**config.mk**
```make
export PLATFORM = sky130hd
export DESIGN_NAME = pipe_hazard_ctrl
export DESIGN_NICKNAME = d
export VERILOG_FILES = /design/src/rtl/pipe_hazard_ctrl.sv
export SDC_FILE = /design/constraint.sdc
export NUM_CORES = 1
export LEC_CHECK = 0
export CORE_UTILIZATION = 50
export CTS_BUF_LIST = sky130_fd_sc_hd__clkbuf_4 sky130_fd_sc_hd__clkbuf_8 sky130_fd_sc_hd__clkbuf_16
export CTS_CLUSTER_SIZE = 40
export DETAILED_ROUTE_END_ITERATION = 8
export DONT_BUFFER_PORTS = 1
export PLACE_DENSITY = 0.65
export SLEW_MARGIN = 5
export SYNTH_ARGS = -nofsm -noshare
export SYNTH_HDL_FRONTEND = slang
export SYNTH_SLANG_ARGS = --single-unit
```
**constraint.sdc**
```tcl
create_clock -name clk -period 2.5 [get_ports clk]
set_clock_uncertainty 0.05 [all_clocks]
set_input_delay 0.375 -clock clk [delete_from_list [all_inputs] [get_ports clk]]
set_output_delay 0.375 -clock clk [all_outputs]
set_load 0.02 [all_outputs]
```
**src/rtl/pipe_hazard_ctrl.sv**
```systemverilog
// pipe_hazard_ctrl: freeze/flush sequencer for the 5-stage pipeline (data hazards, branches, SRAM waits)
// with sticky MEM timeout flag and saturating stall/flush debug counters.
module pipe_hazard_ctrl #(
    parameter int REG_W       = 4,
    parameter int WAIT_W      = 8,
    parameter int MEM_TIMEOUT = 255,
    parameter int CNT_W       = 16
) (
    input  logic             clk,
    input  logic             rst,
    input  logic             src1_valid,
    input  logic             two_src,
    input  logic [REG_W-1:0] src1,
    input  logic [REG_W-1:0] src2,
    input  logic             exe_wb_en,
    input  logic [REG_W-1:0] exe_dest,
    input  logic             exe_mem_r_en,
    input  logic             mem_wb_en,
    input  logic [REG_W-1:0] mem_dest,
    input  logic             fwd_en,
    input  logic             branch_taken,
    input  logic             mem_req,
    input  logic             mem_ready,
    output logic             pc_freeze,
    output logic             if_id_freeze,
    output logic             if_id_flush,
    output logic             id_ex_flush,
    output logic             pipe_freeze,
    output logic             mem_wait,
    output logic             mem_timeout,
    output logic [CNT_W-1:0] stall_cycles,
    output logic [CNT_W-1:0] flush_count
);
    typedef enum logic {RUN, MEM_WAIT} state_t;
    state_t state_q, state_d;
    logic [WAIT_W-1:0] wait_cnt_q, wait_cnt_d;
    logic mem_timeout_q, mem_timeout_d;
    logic [CNT_W-1:0] stall_cycles_q, stall_cycles_d, flush_count_q, flush_count_d;
    logic exe_hit, mem_hit, hz, timed_out, hold, flush, stall;
    always_comb begin
        exe_hit = exe_wb_en & ((src1_valid & (src1 == exe_dest)) | (two_src & (src2 == exe_dest)));
        mem_hit = mem_wb_en & ((src1_valid & (src1 == mem_dest)) | (two_src & (src2 == mem_dest)));
        hz = fwd_en ? exe_hit & exe_mem_r_en : exe_hit | mem_hit;
        timed_out = (state_q == MEM_WAIT) & ~mem_ready & (wait_cnt_q >= WAIT_W'(MEM_TIMEOUT));
        // A waiting MEM access outranks branch and hazard; the held branch lands in the release cycle
        hold = (state_q == RUN) ? mem_req & ~mem_ready : ~mem_ready & ~timed_out;
        flush = ~hold & branch_taken;
        stall = ~hold & ~branch_taken & hz;
        state_d = hold ? MEM_WAIT : RUN;
        wait_cnt_d = hold ? wait_cnt_q + 1'b1 : '0;
        mem_timeout_d = mem_timeout_q | timed_out;
        stall_cycles_d = stall_cycles_q + CNT_W'(stall & ~&stall_cycles_q);
        flush_count_d = flush_count_q + CNT_W'(flush & ~&flush_count_q);
        pipe_freeze = ~rst & hold;
        pc_freeze = ~rst & (hold | stall);
        if_id_freeze = ~rst & (hold | stall);
        if_id_flush = ~rst & flush;
        id_ex_flush = ~rst & (flush | stall);
        mem_wait = ~rst & (state_q == MEM_WAIT);
    end
    always_ff @(posedge clk) begin
        if (rst) begin
            state_q <= RUN;
            wait_cnt_q <= '0;
            mem_timeout_q <= 1'b0;
            stall_cycles_q <= '0;
            flush_count_q <= '0;
        end else begin
            state_q <= state_d;
            wait_cnt_q <= wait_cnt_d;
            mem_timeout_q <= mem_timeout_d;
            stall_cycles_q <= stall_cycles_d;
            flush_count_q <= flush_count_d;
        end
    end
    assign mem_timeout = mem_timeout_q;
    assign stall_cycles = stall_cycles_q;
    assign flush_count = flush_count_q;
endmodule

```
==> metrics.txt <==
total congestion overflow 0; ys async rst share 0%; Min-Delay Endpoint stall_cycles[4]; LEAKAGE 0.975 nW; Unique masters post-synth 35; clock transition at the registers of the reported paths 0.08 ns; status finished clean; Mapped Cells 235; largest net degree at the start of global routing 38; synthesized area per cell 8.68 µm²; worst skew pair latency 0.29 ns; final instance area 0.00245 mm²; Post-synth EDFFs 0; HP Class input pin to flop; port buffer count 0; post-synthesis cell area 0.00204 mm²; Finished Layout Cells 310; first-pass GRT wire length 6590 µm; Max Cap Viol 0; I/O pins 66; CP bufs+invs 2; Top FF cell, synth dfxtp_1; initial antenna violation count 0; TritonCTS clock tree yes; WL per Instance 13.1 µm; Sink Count 42; min Tclk post-route 2.49 ns; PwrDens 492 mW/mm²; drt total wl 4070 µm; ANT nets after route 0; most frequent cells in the layout 40 x dfxtp_1, 39 x nor2_1, 35 x xor2_1, 26 x buf_4, 20 x nand3_1; Crit path required time 2.08 ns; critical path's slowest cell dfxtp_4; RSZ-0062 raised after global routing yes; Reg2Reg Launch Point wait_cnt_q[1]; Tcrit/Tclk final 99.6%; std cell rows 22; cts-stage hold buffer count 0; Cell Chain, Critical Path ha_4, nand2_4, nor2_4, and3_4, a211o_1, or2_4, inv_6, a21o_1, buf_12; fin. max-slew vios 0; crit path max fanout 4; worst slack at placement 0.0628 ns; placed cells 299; DRC Markers 0; commonest non-fill, non-tap cell in the layout dfxtp_1; Antenna diodes 0; Worst Setup SP wait_cnt_q[0]; Fin. Hold Viols 0; initial DRC count 69; Final Util 64.5%; clock root buffer clkbuf_8; worst hold start rst; Vias per Instance 5.21; Worst setup SP type flop; DP HPWL 2950 µm; setup violators final 0; R2R depth 12; R2R setup slack 0.15 ns; hold depth 1; GRT Total Usage 19.9%; post-synthesis register bit count 42; Slew @ Worst Pin 0.448 ns; First-pass DRT Iterations 4; share of post-route cells with drive strength above 1 22.1%; Max IR drop VDD 0.000315 V; Core Region 0.00380 mm²; routed via count 1,614; Yosys warning count 0; Die Area 0.00434 mm²; crit path kind flop to output port; worst r2r dst stall_cycles[8]; clock buffer count from CTS 5; fmax 401 MHz; CP endpoint kind output port; depth of the CTS H-tree 2; Starting Density 53.7%; clk buf depth 2; critical path's top delay family simple AND/OR/NAND/NOR gates; critical path arrival 2.07 ns; vias in the first global route 1,524; Die X 65.9 µm; post-place instance area 0.00224 mm²; GPL Wtd Cong 0.777; P&R area growth vs syn 20.2%; slowest stage delay, CP 0.36 ns; Nets 294; register area share after synthesis 41.2%; slew margin rel. 70.1%; die height 65.9 µm; syn_nets 268; final setup margin 0.00916 ns
## worst max-delay path by stage
stage                       endpoint  cells past startpoint
floorplan                  pc_freeze                     10
global placement    stall_cycles[11]                     12
detailed placement  stall_cycles[11]                     12
CTS                     if_id_freeze                      9
global route            if_id_freeze                      9
finish                  if_id_freeze                      9
## layout make-up
cell class	instances	area, µm²
clock buffer	6	82.6
clock inverter	2	12.5
fill	326	1350
inverter	6	27.5
multi-input combinational	179	1210
sequential	42	846
tap	48	60.1
timing repair buffer	27	215
## per-stage QoR
stage	TNS, ns	total power [mW]	hold slack (ns)
3_3_place_gp	0	0.759	0.396
4_1_cts	0	1.22	0.0736
6_report	0	1.20	0.0887
5_1_grt	-0.196	1.26	0.0713
2_1_floorplan	0	0.755	0.380
3_5_place_dp	0	0.760	0.400
## state kept, by name, indices dropped and copies added (netlist names)
name	cells
stall_cycles	16
wait_cnt_q	8
state_q	1
mem_timeout	1
flush_count	16
## power by group
part	internal, mW	switching (mW)	total (mW)
Clock	0.222	0.232	0.454
Sequential	0.673	0.0109	0.684
Combinational	0.0350	0.0322	0.0673
Total	0.930	0.275	1.20
## layer usage
metal	routed length (µm)	GRT usage (%)
met4	38	8.15
met1	1750	21.4
met3	315	9.48
met5	0	0
met2	1960	33.2
## cells by family (layout without fill, tap and decap cells)
kind of cell / count (synthesis) / after routing / share of synthesized area (%)
AOI/OAI and AO/OA: 15 / 15 / 4.29
xor gates and xnor gates: 46 / 46 / 19.8
adders and majority gates: 6 / 6 / 3.68
buffers and inverters: 14 / 41 / 3.80
DFF: 42 / 42 / 41.2
and+or+nand+nor: 112 / 112 / 27.2
## synth_stat cells, types with 2 or more instances
| library cell | instances | area, µm² |
|---|---|---|
| a21oi_1 | 4 | 20.0 |
| a31oi_1 | 3 | 18.8 |
| and2_1 | 4 | 25.0 |
| and3_1 | 4 | 25.0 |
| buf_1 | 2 | 7.51 |
| buf_6 | 2 | 22.5 |
| clkbuf_1 | 2 | 7.51 |
| dfxtp_1 | 42 | 841 |
| ha_1 | 6 | 75.1 |
| inv_1 | 5 | 18.8 |
| nand2_1 | 13 | 48.8 |
| nand3_1 | 21 | 105 |
| nand4_1 | 7 | 43.8 |
| nor2_1 | 39 | 146 |
| nor2b_1 | 7 | 43.8 |
| nor3_1 | 3 | 15.0 |
| nor4_1 | 2 | 12.5 |
| o21ai_0 | 5 | 25.0 |
| or3_1 | 4 | 25.0 |
| xnor2_1 | 11 | 96.3 |
| xor2_1 | 35 | 307 |
## worst reg2reg max path: stages, from the launching register on
cell,delay [ns]
dfxtp_2,0.37
ha_4,0.15
nand2_4,0.05
nor2_4,0.12
and3_4,0.19
a211o_1,0.19
o21ai_0,0.11
nor3b_1,0.20
ha_2,0.26
ha_2,0.25
nand3_1,0.12
xor2_1,0.15
nor2_1,0.05
## timing repair
action,4_1_cts,5_1_grt
endpoints found under the setup margin,2,26
cloned,0,0
resized for setup,1,24
buffers inserted,0,3
pin swaps,1,6
Power figures use the tool's default switching activity.
